**config.mk**
```make
export PLATFORM = sky130hd
export DESIGN_NAME = prog_mem_ctrl
export DESIGN_NICKNAME = d
export VERILOG_FILES = /design/src/rtl/td4_pkg.sv /design/src/rtl/prog_mem_store.sv /design/src/rtl/prog_mem_ctrl.sv
export SDC_FILE = /design/constraint.sdc
export NUM_CORES = 1
export LEC_CHECK = 0
export ABC_CLOCK_PERIOD_IN_PS = 2350
export CAP_MARGIN = 20
export CORE_ASPECT_RATIO = 0.75
export CORE_MARGIN = 2
export CORE_UTILIZATION = 61
export CTS_CLUSTER_SIZE = 40
export DETAILED_ROUTE_END_ITERATION = 10
export GPL_ROUTABILITY_DRIVEN = 0
export GPL_TIMING_DRIVEN = 0
export PLACE_DENSITY = 0.92
export SYNTH_ARGS = -nofsm -noshare
export SYNTH_HDL_FRONTEND = slang
export SYNTH_SLANG_ARGS = --single-unit
```
**constraint.sdc**
```tcl
create_clock -name clk -period 2.35 [get_ports clk]
set_input_delay 0.235 -clock clk [delete_from_list [all_inputs] [get_ports clk]]
set_output_delay 0.235 -clock clk [all_outputs]
set_load 0.01 [all_outputs]
```
**src/rtl/td4_pkg.sv**
```systemverilog
// Shared TD4 definitions: default widths, the NOP opcode and the program-memory FSM states.
package td4_pkg;

  localparam int unsigned ADDR_W_DEFAULT = 4;
  localparam int unsigned DATA_W_DEFAULT = 8;

  localparam logic [7:0] NOP_OPCODE = 8'h00;

  typedef enum logic [2:0] {
    StIdle,
    StLoad,
    StCheck,
    StRun,
    StError
  } prog_mem_state_t;

endpackage

```
**src/rtl/prog_mem_store.sv**
```systemverilog
// Instruction store: 2**ADDR_W x DATA_W registers, async clear, one sync write port and one
// async read port.
module prog_mem_store
  import td4_pkg::*;
#(
  parameter int unsigned ADDR_W = ADDR_W_DEFAULT,
  parameter int unsigned DATA_W = DATA_W_DEFAULT
) (
  input  logic              clk,
  input  logic              n_reset,
  input  logic              we,
  input  logic [ADDR_W-1:0] waddr,
  input  logic [DATA_W-1:0] wdata,
  input  logic [ADDR_W-1:0] raddr,
  output logic [DATA_W-1:0] rdata
);

  localparam int unsigned Depth = 2 ** ADDR_W;

  logic [DATA_W-1:0] mem_q [Depth];

  always_ff @(posedge clk or negedge n_reset) begin
    if (!n_reset) begin
      for (int unsigned i = 0; i < Depth; i++) begin
        mem_q[i] <= '0;
      end
    end else if (we) begin
      mem_q[waddr] <= wdata;
    end
  end

  assign rdata = mem_q[raddr];

endmodule

```
**src/rtl/prog_mem_ctrl.sv**
```systemverilog
// TD4 program-memory controller: reloads the store from a byte stream and gates CPU fetch.
// Define PROG_MEM_CHECKSUM_EN to append and verify a mod-256 checksum byte after each load.
module prog_mem_ctrl
  import td4_pkg::*;
#(
  parameter int unsigned ADDR_W = ADDR_W_DEFAULT,
  parameter int unsigned DATA_W = DATA_W_DEFAULT
) (
  input  logic              clk,
  input  logic              n_reset,
  input  logic              load_req,
  input  logic              in_valid,
  input  logic [DATA_W-1:0] in_data,
  output logic              in_ready,
  input  logic [ADDR_W-1:0] address,
  output logic [DATA_W-1:0] data,
  output logic              cpu_run,
  output logic              load_err
);

  prog_mem_state_t   state_q;
  logic [ADDR_W-1:0] idx_q;
  logic              cpu_run_q;
  logic              accept;
  logic              last_byte;
  logic              store_we;
  logic [DATA_W-1:0] store_rdata;

`ifdef PROG_MEM_CHECKSUM_EN
  logic [DATA_W-1:0] sum_q;
  logic              load_err_q;
`endif

  assign in_ready  = (state_q == StLoad) || (state_q == StCheck);
  // load_req wins over a coincident byte, which is dropped.
  assign accept    = in_valid && in_ready && !load_req;
  assign last_byte = (idx_q == {ADDR_W{1'b1}});
  assign store_we  = accept && (state_q == StLoad);

  always_ff @(posedge clk or negedge n_reset) begin
    if (!n_reset) begin
      state_q    <= StIdle;
      idx_q      <= '0;
      cpu_run_q  <= 1'b0;
`ifdef PROG_MEM_CHECKSUM_EN
      sum_q      <= '0;
      load_err_q <= 1'b0;
`endif
    end else if (load_req) begin
      state_q    <= StLoad;
      idx_q      <= '0;
      cpu_run_q  <= 1'b0;
`ifdef PROG_MEM_CHECKSUM_EN
      sum_q      <= '0;
      load_err_q <= 1'b0;
`endif
    end else if (accept) begin
      unique case (state_q)
        StLoad: begin
          idx_q <= idx_q + ADDR_W'(1);
`ifdef PROG_MEM_CHECKSUM_EN
          sum_q <= sum_q + in_data;
          if (last_byte) begin
            state_q <= StCheck;
          end
`else
          if (last_byte) begin
            state_q   <= StRun;
            cpu_run_q <= 1'b1;
          end
`endif
        end
`ifdef PROG_MEM_CHECKSUM_EN
        StCheck: begin
          if (in_data == sum_q) begin
            state_q   <= StRun;
            cpu_run_q <= 1'b1;
          end else begin
            state_q    <= StError;
            load_err_q <= 1'b1;
          end
        end
`endif
        default: ;
      endcase
    end
  end

  prog_mem_store #(
    .ADDR_W(ADDR_W),
    .DATA_W(DATA_W)
  ) u_store (
    .clk    (clk),
    .n_reset(n_reset),
    .we     (store_we),
    .waddr  (idx_q),
    .wdata  (in_data),
    .raddr  (address),
    .rdata  (store_rdata)
  );

  // Anything short of a verified program reads back as NOP.
  assign data    = (state_q == StRun) ? store_rdata : DATA_W'(NOP_OPCODE);
  assign cpu_run = cpu_run_q;

`ifdef PROG_MEM_CHECKSUM_EN
  assign load_err = load_err_q;
`else
  assign load_err = 1'b0;
`endif

endmodule

```
==> results_dict.tcl <==
set metrics [dict create \
    wl_per_cell_um 21.18 \
    synth_area_leaders "dfrtp_1 (53%), mux2_2 (23%), mux2i_1 (6.9%)" \
    critPathKind "flip-flop to primary output" \
    finClkSkew_ns 0.006908 \
    synth.most_common_cell "dfrtp_1" \
    synth_edf_count 0 \
    worstHoldPathType "primary input to asynchronous set/reset pin" \
    hold_violations 0 \
    required_ns 2.12 \
    ys_ff_latch 134 \
    nets 523 \
    drt_first_pass_iters 5 \
    holdWs_ns 0.3485 \
    worst_pin_slew_ns 0.5854 \
    drv_cap 0 \
    cp_max_fo 2 \
    postSynthAreaPerCell_um2 13.84 \
    dpl.hpwl_um 9173 \
    outcome "complete, no violations" \
    grt_pass1_wl_um 22230 \
    syn_area_mm2 0.006339 \
    p_total_mw 5.898 \
    ys.flop_type "dfrtp_1" \
    ff2ff_path_depth 7 \
    numCtsBuffers 17 \
    via_count 3967 \
    clk_pin_slew_ns 0.06 \
    clock_latency_ns 0.42 \
    period_needed_ns 2.178 \
    endpoint_kind "primary output" \
    drv_slew 0 \
    rr_startpoint "state_q[1]$_DFFE_PN0P_" \
    dr.first_iter.drc_count 382 \
    path_cells "mux4_2, nand2b_1, nand3_1, o21ai_0, dlygate4sd2_1" \
    leakage_nw 3.688 \
    worstPathArrival_ns 1.94 \
    cts_setup_buffers 0 \
    antenna_found_initial 0 \
    synth.distinct_cells 31 \
    viasPerCell 6.103 \
    drcViolationCount 0 \
    syn_inst 458 \
    port_buffers 24 \
    antenna_cells 0 \
    grt_pass1_vias 4245 \
    io_pins 27 \
    crit_slowest_cell "mux4_2" \
    rsz0062_at_grt "no" \
    r2r_setup_slack_ns 0.20 \
    report.final.setup_viol 0 \
    timing.fmax_mhz 459.2 \
    synth.top_cells.by_count "dfrtp_1 (134), mux2_2 (128), mux2i_1 (44), a22oi_1 (18), clkbuf_1 (15)" \
    async_flop_share 1.000 \
    die_h_um 92.28 \
    powerDensity_mw_per_mm2 793.4 \
    wl_um 13760 \
    seq_area_frac_synth 0.5290 \
    max_stage_delay_ns 0.46 \
    cts_root_buffer "clkbuf_16" \
    drive_gt1_frac 0.4105 \
    finalCritPeriodShare 0.9266 \
    vdd_drop_max_uv 443.9 \
    slew_headroom 0.6098 \
    core_mm2 0.01021 \
    h-tree-depth 4 \
    syn_nets 480 \
    num_rows 32 \
    final_cell_area_mm2 0.007433 \
    clock_path_buffers 2 \
    synth_top_area_frac 0.5290 \
    ys_warn_count 0 \
    area_delta_synth_final_pct 17.27 \
    cts_tree "built" \
    startpoint_type "flip-flop" \
    die_width_um 121.7 \
    die_area_mm2 0.01123 \
    grt_start_max_net_pins 75 \
    start_util 0.6208 \
    cts.sinks 134 \
    grt_overflow 0 \
    ant_nets 0 \
    place_area_mm2 0.006778 \
    synth_top_area_cell "dfrtp_1" \
    setup_tns_ns 0 \
    r2r-end "u_store.mem_q[16]$_DFFE_PN0P_" \
    grt_usage 0.2678 \
]
[registers in the layout, indices dropped and copies added (netlist names)]
name           cells
idx_q              4
state_q            2
u_store.mem_q    128
[cell usage in the layout (no fill, tap or decap), drive strengths merged, types with 3 or more instances in the layout]
cell / n
nor2b: 7
mux2: 128
inv: 4
mux4: 10
dfrtp: 134
ha: 6
clkdlybuf4s50: 13
clkinv: 5
nand2: 25
clkinvlp: 3
nand3: 10
a22oi: 18
mux2i: 44
buf: 17
dlygate4sd2: 8
nand2b: 6
and2: 5
bufinv: 3
o21ai: 6
clkbuf: 35
nor2: 8
[per-stage QoR]
| stage | instances | worst slack, ns | util |
|---|---|---|---|
| final | 650 | 0.1725 | 0.7281 |
| after global routing | 650 | 0.06725 | 0.7281 |
| after CTS | 650 | 0.002181 | 0.7276 |
| after detailed placement | 619 | -0.5401 | 0.6638 |
| after global placement | 618 | -3.794 | 0.6610 |
| after floorplan | 458 | 0.4432 | - |
[critical path, delay by kind of cell, from the launching register on]
kind	cells	cell delay (ns)
DFF	1	0.37
muxes	1	0.46
buffers and inverters	1	0.32
AOI/OAI and AO/OA	1	0.12
and+or+nand+nor	2	0.25
[cells by family (layout without fill, tap and decap cells)]
group                    after synthesis  after routing  share of synthesized area
multiplexers                         182            182                     0.3324
flip-flops                           134            134                     0.5290
AND/OR/NAND/NOR                       65             65                    0.05843
buffers and inverters                 35             91                    0.02803
AO/OA/AOI/OAI                         32             32                    0.03553
adder cells (fa/ha/maj)                6              6                    0.01184
XOR/XNOR                               3              3                   0.004146
other                                  1              1                  0.0005916
[how the worst max path moves through the flow]
stage                                  startpoint                            end  slack, ns  cells past startpoint
finish              u_store.mem_q[65]$_DFFE_PN0P_                        data[1]       0.17                      5
global route               state_q[1]$_DFFE_PN0P_  u_store.mem_q[16]$_DFFE_PN0P_       0.07                      7
CTS                        state_q[0]$_DFFE_PN0P_                        data[4]      0.002                      6
detailed placement                     address[2]                        data[6]      -0.54                      7
global placement                          n_reset           idx_q[1]$_DFFE_PN0P_      -3.79                      1
floorplan                  state_q[1]$_DFFE_PN0P_  u_store.mem_q[10]$_DFFE_PN0P_       0.44                      7
[metal layers]
metal	vias to the layer above	part of all wire	GRT usage
met4	0	0.011	0.07567
met1	2112	0.44	0.3541
li1	1738	-	-
met2	103	0.50	0.4438
met3	14	0.048	0.06592
met5	-	0	0
[power by group]
group / internal (mW) / switching [mW] / total, mW / leakage (nW)
registers: 2.50 / 0.103 / 2.60 / 1.82
clock network: 1.75 / 0.991 / 2.74 / 0.295
logic: 0.295 / 0.261 / 0.556 / 1.57
total: 4.54 / 1.35 / 5.90 / 3.69
[cell type report]
type | instances | area, um2
plain buffers | 29 | 172.7
clock buffers | 21 | 470.5
clock inverters | 11 | 148.9
fillers | 657 | 2776
inverters | 4 | 15.01
multi-input cells | 289 | 2829
flip-flops and latches | 134 | 3353
well taps | 136 | 170.2
repair buffers | 26 | 274.0
[repair_timing]
| action | in CTS | in global routing |
|---|---|---|
| hold buffers | 1 | 0 |
| endpoints found under the hold margin | 60 | 0 |
| setup endpoints to repair | 8 | 2 |
| gates resized for setup | 28 | 2 |
(Power assumes the default switching activity.)
